===== src/rtl/simple_cpu_pkg.sv =====
`default_nettype none
// ============================================================================
// Module      : simple_cpu_pkg
// Description : Shared opcode, field-position and FSM encodings for the
//               fetch/decode front end (legal list used by ILLEGAL_OP_TRAP_EN).
// Revision    : 1.0 - initial release
// ============================================================================
package simple_cpu_pkg;

  localparam int OPCODE_MSB = 15;
  localparam int OPCODE_LSB = 9;
  localparam int OPCODE_W   = OPCODE_MSB - OPCODE_LSB + 1;
  localparam int DR_MSB     = 8;
  localparam int DR_LSB     = 6;
  localparam int SA_MSB     = 5;
  localparam int SA_LSB     = 3;
  localparam int SB_MSB     = 2;
  localparam int SB_LSB     = 0;

  localparam logic [OPCODE_W-1:0] OP_NOP = 7'b0000000;
  localparam logic [OPCODE_W-1:0] OP_ADD = 7'b0000010;
  localparam logic [OPCODE_W-1:0] OP_SUB = 7'b0000101;
  localparam logic [OPCODE_W-1:0] OP_LD  = 7'b0010000;
  localparam logic [OPCODE_W-1:0] OP_ST  = 7'b0100000;
  localparam logic [OPCODE_W-1:0] OP_BRZ = 7'b1100000;
  localparam logic [OPCODE_W-1:0] OP_BRN = 7'b1100001;
  localparam logic [OPCODE_W-1:0] OP_JMP = 7'b1110000;

  localparam int NUM_LEGAL_OPS = 8;
  localparam logic [OPCODE_W-1:0] LEGAL_OPS [NUM_LEGAL_OPS] = '{
    OP_NOP, OP_ADD, OP_SUB, OP_LD, OP_ST, OP_BRZ, OP_BRN, OP_JMP
  };

  function automatic logic is_legal_op(input logic [OPCODE_W-1:0] op);
    logic hit;
    hit = 1'b0;
    for (int i = 0; i < NUM_LEGAL_OPS; i++) begin
      if (op == LEGAL_OPS[i]) hit = 1'b1;
    end
    return hit;
  endfunction

  localparam logic [2:0] ST_IDLE  = 3'd0;
  localparam logic [2:0] ST_FETCH = 3'd1;
  localparam logic [2:0] ST_WAIT  = 3'd2;
  localparam logic [2:0] ST_EXEC  = 3'd3;
  localparam logic [2:0] ST_FAULT = 3'd4;

  typedef enum logic [2:0] {
    S_IDLE  = ST_IDLE,
    S_FETCH = ST_FETCH,
    S_WAIT  = ST_WAIT,
    S_EXEC  = ST_EXEC,
    S_FAULT = ST_FAULT
  } state_t;

endpackage
`default_nettype wire


===== src/rtl/instr_decoder.sv =====
`default_nettype none
// ============================================================================
// Module      : instr_decoder
// Description : Combinational IR decode: branch controls, sign-extended
//               offset, register selects; illegal flag with ILLEGAL_OP_TRAP_EN.
// Revision    : 1.0 - initial release
// ============================================================================
module instr_decoder
  import simple_cpu_pkg::*;
#(
  parameter int DATA_W = 16
) (
  input  logic [DATA_W-1:0] ir,
  output logic              pl,
  output logic              jb,
  output logic              bc,
  output logic [DATA_W-1:0] branch_offset,
  output logic [2:0]        dr,
  output logic [2:0]        sa,
  output logic [2:0]        sb
`ifdef ILLEGAL_OP_TRAP_EN
  ,
  output logic              illegal
`endif
);

  logic [OPCODE_W-1:0] w_opcode;

  assign w_opcode = ir[OPCODE_MSB:OPCODE_LSB];

  always_comb begin
    pl = 1'b0;
    jb = 1'b0;
    bc = 1'b0;
    case (w_opcode)
      OP_BRZ:  pl = 1'b1;
      OP_BRN:  begin pl = 1'b1; bc = 1'b1; end
      OP_JMP:  begin pl = 1'b1; jb = 1'b1; end
      default: ;
    endcase
  end

  // Offset is {DR,SB}; DR's top bit doubles as the sign bit.
  assign branch_offset = {{(DATA_W-6){ir[DR_MSB]}}, ir[DR_MSB:DR_LSB], ir[SB_MSB:SB_LSB]};

  assign dr = ir[DR_MSB:DR_LSB];
  assign sa = ir[SA_MSB:SA_LSB];
  assign sb = ir[SB_MSB:SB_LSB];

`ifdef ILLEGAL_OP_TRAP_EN
  assign illegal = ~is_legal_op(w_opcode);
`endif

endmodule
`default_nettype wire


===== src/rtl/instr_fetch_decode.sv =====
`default_nettype none
// ============================================================================
// Module      : instr_fetch_decode
// Description : Fetches instructions over req/ack into IR, decodes them and
//               strobes pc_enable once per instruction; ILLEGAL_OP_TRAP_EN
//               adds an illegal-opcode trap into FAULT.
// Revision    : 1.0 - initial release
// ============================================================================
module instr_fetch_decode
  import simple_cpu_pkg::*;
#(
  parameter int DATA_W  = 16,
  parameter int TIMEOUT = 15
) (
  input  logic              clock,
  input  logic              reset,
  input  logic [DATA_W-1:0] pc,
  output logic              imem_req,
  output logic [DATA_W-1:0] imem_addr,
  input  logic [DATA_W-1:0] imem_data,
  input  logic              imem_ack,
  output logic [DATA_W-1:0] ir,
  output logic [2:0]        dr,
  output logic [2:0]        sa,
  output logic [2:0]        sb,
  output logic              PL,
  output logic              JB,
  output logic              BC,
  output logic [DATA_W-1:0] branch_offset,
  output logic              exec_valid,
  output logic              pc_enable,
  output logic              fetch_fault
`ifdef ILLEGAL_OP_TRAP_EN
  ,
  output logic              illegal_op
`endif
);

  localparam int         CNT_W   = 8;
  localparam logic [CNT_W-1:0] c_timeout = CNT_W'(TIMEOUT);

  state_t              r_state;
  logic [DATA_W-1:0]   r_ir;
  logic [DATA_W-1:0]   r_addr;
  logic                r_req;
  logic                r_exec;
  logic                r_pcen;
  logic                r_fault;
  logic [CNT_W-1:0]    r_cnt;
  logic                w_pl;
  logic                w_jb;
  logic                w_bc;
  logic                w_gate;
`ifdef ILLEGAL_OP_TRAP_EN
  logic                w_illegal;
  logic                r_illegal;
`endif

  instr_decoder #(.DATA_W(DATA_W)) u_decoder (
    .ir            (r_ir),
    .pl            (w_pl),
    .jb            (w_jb),
    .bc            (w_bc),
    .branch_offset (branch_offset),
    .dr            (dr),
    .sa            (sa),
    .sb            (sb)
`ifdef ILLEGAL_OP_TRAP_EN
    ,
    .illegal       (w_illegal)
`endif
  );

  always_ff @(posedge clock or negedge reset) begin
    if (!reset) begin
      r_state <= S_IDLE;
      r_ir    <= '0;
      r_addr  <= '0;
      r_req   <= 1'b0;
      r_exec  <= 1'b0;
      r_pcen  <= 1'b0;
      r_fault <= 1'b0;
      r_cnt   <= '0;
`ifdef ILLEGAL_OP_TRAP_EN
      r_illegal <= 1'b0;
`endif
    end else begin
      case (r_state)
        S_IDLE: r_state <= S_FETCH;
        S_FETCH: begin
          r_addr  <= pc;
          r_req   <= 1'b1;
          r_cnt   <= '0;
          r_state <= S_WAIT;
        end
        S_WAIT: begin
          // An ack on the final allowed cycle still completes normally.
          if (imem_ack) begin
            r_ir    <= imem_data;
            r_req   <= 1'b0;
            r_exec  <= 1'b1;
            r_pcen  <= 1'b1;
            r_state <= S_EXEC;
          end else if (r_cnt == c_timeout) begin
            r_fault <= 1'b1;
            r_req   <= 1'b0;
            r_state <= S_FAULT;
          end else begin
            r_cnt <= r_cnt + 1'b1;
          end
        end
        S_EXEC: begin
          r_exec <= 1'b0;
          r_pcen <= 1'b0;
`ifdef ILLEGAL_OP_TRAP_EN
          if (w_illegal) begin
            r_illegal <= 1'b1;
            r_state   <= S_FAULT;
          end else begin
            r_state <= S_FETCH;
          end
`else
          r_state <= S_FETCH;
`endif
        end
        S_FAULT: r_state <= S_FAULT;
        default: r_state <= S_IDLE;
      endcase
    end
  end

`ifdef ILLEGAL_OP_TRAP_EN
  assign w_gate     = r_exec & ~w_illegal;
  assign pc_enable  = r_pcen & ~w_illegal;
  assign illegal_op = r_illegal;
`else
  assign w_gate     = r_exec;
  assign pc_enable  = r_pcen;
`endif

  assign PL          = w_pl & w_gate;
  assign JB          = w_jb & w_gate;
  assign BC          = w_bc & w_gate;
  assign ir          = r_ir;
  assign imem_req    = r_req;
  assign imem_addr   = r_addr;
  assign exec_valid  = r_exec;
  assign fetch_fault = r_fault;

endmodule
`default_nettype wire


===== config.mk =====
export PLATFORM = sky130hd
export DESIGN_NAME = instr_fetch_decode
export DESIGN_NICKNAME = d
export VERILOG_FILES = /design/src/rtl/simple_cpu_pkg.sv /design/src/rtl/instr_decoder.sv /design/src/rtl/instr_fetch_decode.sv
export SDC_FILE = /design/constraint.sdc
export NUM_CORES = 1
export LEC_CHECK = 0
export ABC_CLOCK_PERIOD_IN_PS = 2200
export BUFFER_PORTS_ARGS = -buffer_cell sky130_fd_sc_hd__buf_2
export CAP_MARGIN = 20
export CORE_MARGIN = 3
export CORE_UTILIZATION = 40
export CTS_CLUSTER_DIAMETER = 60
export DETAILED_ROUTE_END_ITERATION = 8
export HOLD_SLACK_MARGIN = 0.03
export PLACE_DENSITY = 0.7
export SYNTH_ARGS = -nofsm -noshare
export SYNTH_HDL_FRONTEND = slang
export SYNTH_HIERARCHICAL = 1
export SYNTH_SLANG_ARGS = --single-unit

===== constraint.sdc =====
create_clock -name clock -period 2.2 [get_ports clock]
set_input_delay 0.66 -clock clock [delete_from_list [all_inputs] [get_ports clock]]
set_output_delay 0.66 -clock clock [all_outputs]
set_load 0.02 [all_outputs]

==> impl_metrics.json, run 1 <==
{
  "hold_buffers": 0,
  "fmax_mhz": 488,
  "critPathSlowestCell": "dfrtp_1",
  "tns_ns": 0,
  "postSynthNetCount": 250,
  "layout_commonest_cell": "buf_2",
  "fin_crit_sh": 0.932,
  "path_buf_inv": 1,
  "finalPower_uw": 4240,
  "drv_slew": 0,
  "die_h_um": 80.3,
  "htree_num_levels": 2,
  "clk_pin_slew_worst_paths_ns": 0.09,
  "antenna_left": 0,
  "synth.ff_latch_count": 46,
  "syn_to_final_growth_pct": 22.0,
  "crit_chain": "a2111oi_2 > and2_1 > buf_2",
  "ys_types": 33,
  "finClkSkew_ns": 0.00776,
  "antenna_found_initial": 0,
  "period_needed_ns": 2.05,
  "avgViaCountPerCell": 4.80,
  "drc_errors": 0,
  "drive_above_1_share": 0.461,
  "path_class": "reg2out",
  "detail_route.wl_per_cell_um": 12.6,
  "hold_viol": 0,
  "dp_hpwl_um": 3410,
  "synthCells": 214,
  "cp.required_ns": 1.54,
  "endpoint_kind": "output pin",
  "yosysSeqAreaShare": 0.521,
  "fillers": 507,
  "cts_tree": "built",
  "cts-root-buf": "clkbuf_8",
  "num_antenna_cells": 0,
  "dieArea_um2": 6460,
  "power_density_nw_per_um2": 1570,
  "path_delay_family": "flip-flops",
  "synth_warnings": 6,
  "num_rows": 26,
  "drv_cap": 0,
  "final_cell_mix": "98 x buf_2, 52 x nand2_1, 46 x dfrtp_1, 16 x mux2_2, 12 x nand3_1",
  "startpoint_type": "flip-flop",
  "floorplan.initialDensity": 0.422,
  "firstDrtPassIters": 4,
  "place_congestion": 0.825,
  "cts_num_sinks": 46,
  "clk_path_buf_depth": 2,
  "io_buffers": 98,
  "die_w_um": 80.3,
  "power.leakage_uw": 0.00143,
  "worst_slew_pin_slew_ns": 0.552,
  "core-area_um2": 5240,
  "cts_setup_buffers": 0,
  "final_net_count": 328,
  "hold_path_class": "in2async",
  "setup_viol": 0,
  "drt-total-wl_um": 4570,
  "grt_max_degree": 30,
  "grt_pass1_vias": 1621,
  "grt_usage": 0.147,
  "rsz0062_at_grt": "no",
  "synth_area_um2": 2210,
  "grt_pass1_wl_um": 7490,
  "status": "complete, no violations",
  "crit_fanout": 5,
  "arrival_ns": 1.39,
  "critical_path.max_stage_delay_ns": 0.44,
  "syn_avg_cell_area_um2": 10.3,
  "clkLatencyLatePin_ns": 0.30,
  "cts_resized": 0,
  "relSlewSlack": 0.630,
  "cts_made_buffers": 5,
  "peakVddDrop_mv": 0.724,
  "drt_first_iter_violations": 44,
  "num_vias": 1743,
  "grt.overflow.total": 0,
  "io_pins": 99
}
## cell families after synthesis
kind of cell	after synthesis	synth area share
multiplexers	16	0.0815
flip-flops	46	0.521
AND/OR/NAND/NOR	93	0.213
AO/OA/AOI/OAI	22	0.0639
adder cells (fa/ha/maj)	1	0.00566
buffers and inverters	36	0.115
## final timing paths
path	from	endpoint	slack, ns	cells after the start
setup / recovery	ir[13]	PL	0.15	3
hold / removal	reset	imem_addr[7]	0.28	1
setup reg to reg	r_state[2]	ir[13]	0.46	4
hold reg to reg	fetch_fault	fetch_fault	0.46	1
max in group asynchronous	reset	ir[12]	1.42	2
min in group clock	fetch_fault	fetch_fault	0.46	1
## synthesized netlist by cell type, drive strengths merged
library cell,number,area share
a2111oi,1,0.0068
a211oi,1,0.0034
a21o,2,0.0068
a21oi,5,0.011
a31oi,2,0.0057
and2,4,0.011
and3,2,0.0057
buf,30,0.11
clkbuf,4,0.0068
dfrtp,46,0.52
ha,1,0.0057
inv,2,0.0034
mux2,16,0.081
nand2,52,0.088
nand2b,2,0.0057
nand3,12,0.027
nand3b,4,0.019
nand4,1,0.0028
nor2,4,0.0068
nor3,4,0.0091
nor3b,2,0.0091
nor4,2,0.0057
nor4b,1,0.011
o211ai,1,0.0034
o21a,1,0.0034
o21ai,8,0.020
o31ai,1,0.0034
or4,2,0.0068
or4b,1,0.0045
## worst reg2reg max path: stages, from the launching register on
cell     delay (ns)
dfrtp_1        0.51
nor3b_1        0.31
and2_1         0.18
buf_4          0.25
mux2_2         0.37
## sequential cells by signal, indices dropped and copies added, names as in the netlist
name	count
fetch_fault	1
imem_addr	16
imem_req	1
ir	16
pc_enable	1
r_cnt	8
r_state	3
## cell type report
| cell class | count | area (µm²) | area share |
|---|---|---|---|
| clock buffer | 5 | 68.8 | 0.0255 |
| sequential | 46 | 1150 | 0.427 |
| clock inverter | 3 | 21.3 | 0.00789 |
| timing repair buffer | 105 | 556 | 0.206 |
| multi-input combinational | 132 | 805 | 0.298 |
| inverter | 2 | 7.51 | 0.00278 |
| tap | 70 | 87.6 | 0.0325 |
## through the flow
step / hold WS [ns] / util / setup slack [ns] / cell area [µm²] / std cells
after floorplan: 0.364 / - / 0.370 / 2210 / 214
after global placement: 0.436 / 0.498 / 0.360 / 2610 / 355
after detailed placement: 0.440 / 0.498 / 0.313 / 2610 / 355
after CTS: 0.286 / 0.515 / 0.127 / 2700 / 363
after global routing: 0.315 / 0.515 / 0.0258 / 2700 / 363
final: 0.279 / 0.515 / 0.149 / 2700 / 363
## power breakdown
| group | internal [µW] | switching [µW] |
|---|---|---|
| Sequential | 1210 | 327 |
| Combinational | 814 | 1380 |
| Clock | 223 | 289 |
## layer usage
| layer | global-route usage | routed length (µm) |
|---|---|---|
| met5 | 0 | 0 |
| met4 | 0.0541 | 87 |
| met3 | 0.0381 | 400 |
| met2 | 0.252 | 2210 |
| met1 | 0.176 | 1870 |
(Power assumes the default switching activity.)
==> inputs of run 2 (changes only) <==
--- a/config.mk
+++ b/config.mk
@@ -14,6 +14,7 @@
 export DETAILED_ROUTE_END_ITERATION = 8
 export HOLD_SLACK_MARGIN = 0.03
 export PLACE_DENSITY = 0.7
+export REMOVE_ABC_BUFFERS = 1
 export SYNTH_ARGS = -nofsm -noshare
 export SYNTH_HDL_FRONTEND = slang
 export SYNTH_HIERARCHICAL = 1
==> run 2 against run 1 <==
Net effect: first-iteration DRC count grew to 3.0 times the previous value; wire length shrank 0.79%; worst hold slack gained 0.060 ns; final cell count grew 0.28%.
==> impl_metrics.json, run 2 (same netlist as run 1, synthesis figures left out) <==
{
  "io_pins": 99,
  "num_rows": 26,
  "finClkSkew_ns": 0.00654,
  "drt_first_iter_violations": 133,
  "reg2regPathDepth": 4,
  "hold_slack_ns": 0.339,
  "dpl-instance-area_um2": 2600,
  "grt.overflow.total": 0,
  "hold_viol": 0,
  "final_net_count": 329,
  "grt_pass1_wl_um": 7720,
  "firstDrtPassIters": 4,
  "period_needed_ns": 2.04,
  "antenna_left": 0,
  "final_cell_mix": "98 x buf_2, 52 x nand2_1, 46 x dfrtp_1, 16 x mux2_2, 12 x nand3_1",
  "die_w_um": 80.3,
  "cts_resized": 0,
  "power_density_nw_per_um2": 1570,
  "dp.cells": 356,
  "die_h_um": 80.3,
  "layout_commonest_cell": "buf_2",
  "fin_crit_sh": 0.929,
  "final_cell_area_um2": 2690,
  "cts_tree": "built",
  "num_antenna_cells": 0,
  "fin_util": 0.513,
  "drv_slew": 0,
  "cts_num_sinks": 46,
  "floorplan.initialDensity": 0.422,
  "hold_buffers": 0,
  "syn_to_final_growth_pct": 21.6,
  "place_congestion": 0.747,
  "arrival_ns": 1.38,
  "peakVddDrop_mv": 0.857,
  "antenna_found_initial": 0,
  "io_buffers": 98,
  "power.leakage_uw": 0.00143,
  "stdcell_count": 364,
  "cts_setup_buffers": 0,
  "endpoint_kind": "output pin",
  "cts_made_buffers": 5,
  "crit_fanout": 5,
  "drive_above_1_share": 0.459,
  "worst_slew_pin_slew_ns": 0.541,
  "core-area_um2": 5240,
  "reg2reg_from": "r_state[2]",
  "fmax_mhz": 489,
  "tns_ns": 0,
  "drv_cap": 0,
  "hold_path_class": "in2async",
  "avgViaCountPerCell": 4.75,
  "critPathSlowestCell": "dfrtp_1",
  "rsz0062_at_grt": "no",
  "path_buf_inv": 1,
  "drt-total-wl_um": 4540,
  "worst_r2r_endpoint": "ir[15]",
  "critical_path.max_stage_delay_ns": 0.43,
  "htree_num_levels": 2,
  "drc_errors": 0,
  "status": "complete, no violations",
  "dieArea_um2": 6460,
  "grt_pass1_vias": 1644,
  "cp.required_ns": 1.54,
  "cts-root-buf": "clkbuf_8",
  "clk_pin_slew_worst_paths_ns": 0.08,
  "crit_chain": "a2111oi_2 > and2_1 > buf_2",
  "relSlewSlack": 0.639,
  "grt_usage": 0.152,
  "path_delay_family": "flip-flops",
  "clk_path_buf_depth": 2,
  "num_vias": 1730,
  "detail_route.wl_per_cell_um": 12.5,
  "ff2ff_setup_slack_ns": 0.51,
  "startpoint_type": "flip-flop",
  "path_class": "reg2out",
  "setup_viol": 0,
  "grt_max_degree": 25,
  "dp_hpwl_um": 3410,
  "clkLatencyLatePin_ns": 0.29
}
[run 2: routing by layer]
metal | routed length [µm] | up-vias | part of all wire | GRT usage
met4 | 51 | 0 | 0.011 | 0.0524
li1 | - | 856 | - | -
met1 | 1940 | 808 | 0.43 | 0.193
met2 | 2230 | 59 | 0.49 | 0.253
met5 | 0 | - | 0 | 0
met3 | 311 | 7 | 0.069 | 0.0325
[run 2: per-stage QoR]
step | setup slack (ns) | total power, µW
2_1_floorplan | -0.308 | 2910
3_3_place_gp | 0.361 | 3740
4_1_cts | 0.132 | 4290
3_5_place_dp | 0.339 | 3780
6_report | 0.157 | 4220
5_1_grt | 0.00882 | 4550
[run 2: power by group]
| group | switching (µW) | internal, µW | leakage (µW) |
|---|---|---|---|
| Sequential | 324 | 1210 | 0.000571 |
| Clock | 268 | 224 | 0.0000452 |
| Combinational | 1390 | 812 | 0.000810 |
[run 2: area by class of cell]
type	instances	area (µm²)
fillers	514	2550
flip-flops and latches	46	1150
multi-input cells	132	805
repair buffers	106	551
well taps	70	87.6
clock buffers	6	72.6
clock inverters	2	13.8
inverters	2	7.51
[run 2: worst max-delay path by stage]
stage | start | to | slack (ns) | depth (start not counted)
floorplan | ir[8] | branch_offset[10] | -0.31 | 0
global placement | imem_ack | r_cnt[5] | 0.36 | 5
detailed placement | imem_ack | r_cnt[5] | 0.34 | 5
CTS | ir[10] | BC | 0.13 | 4
global route | ir[10] | JB | 0.009 | 4
finish | ir[13] | PL | 0.16 | 3
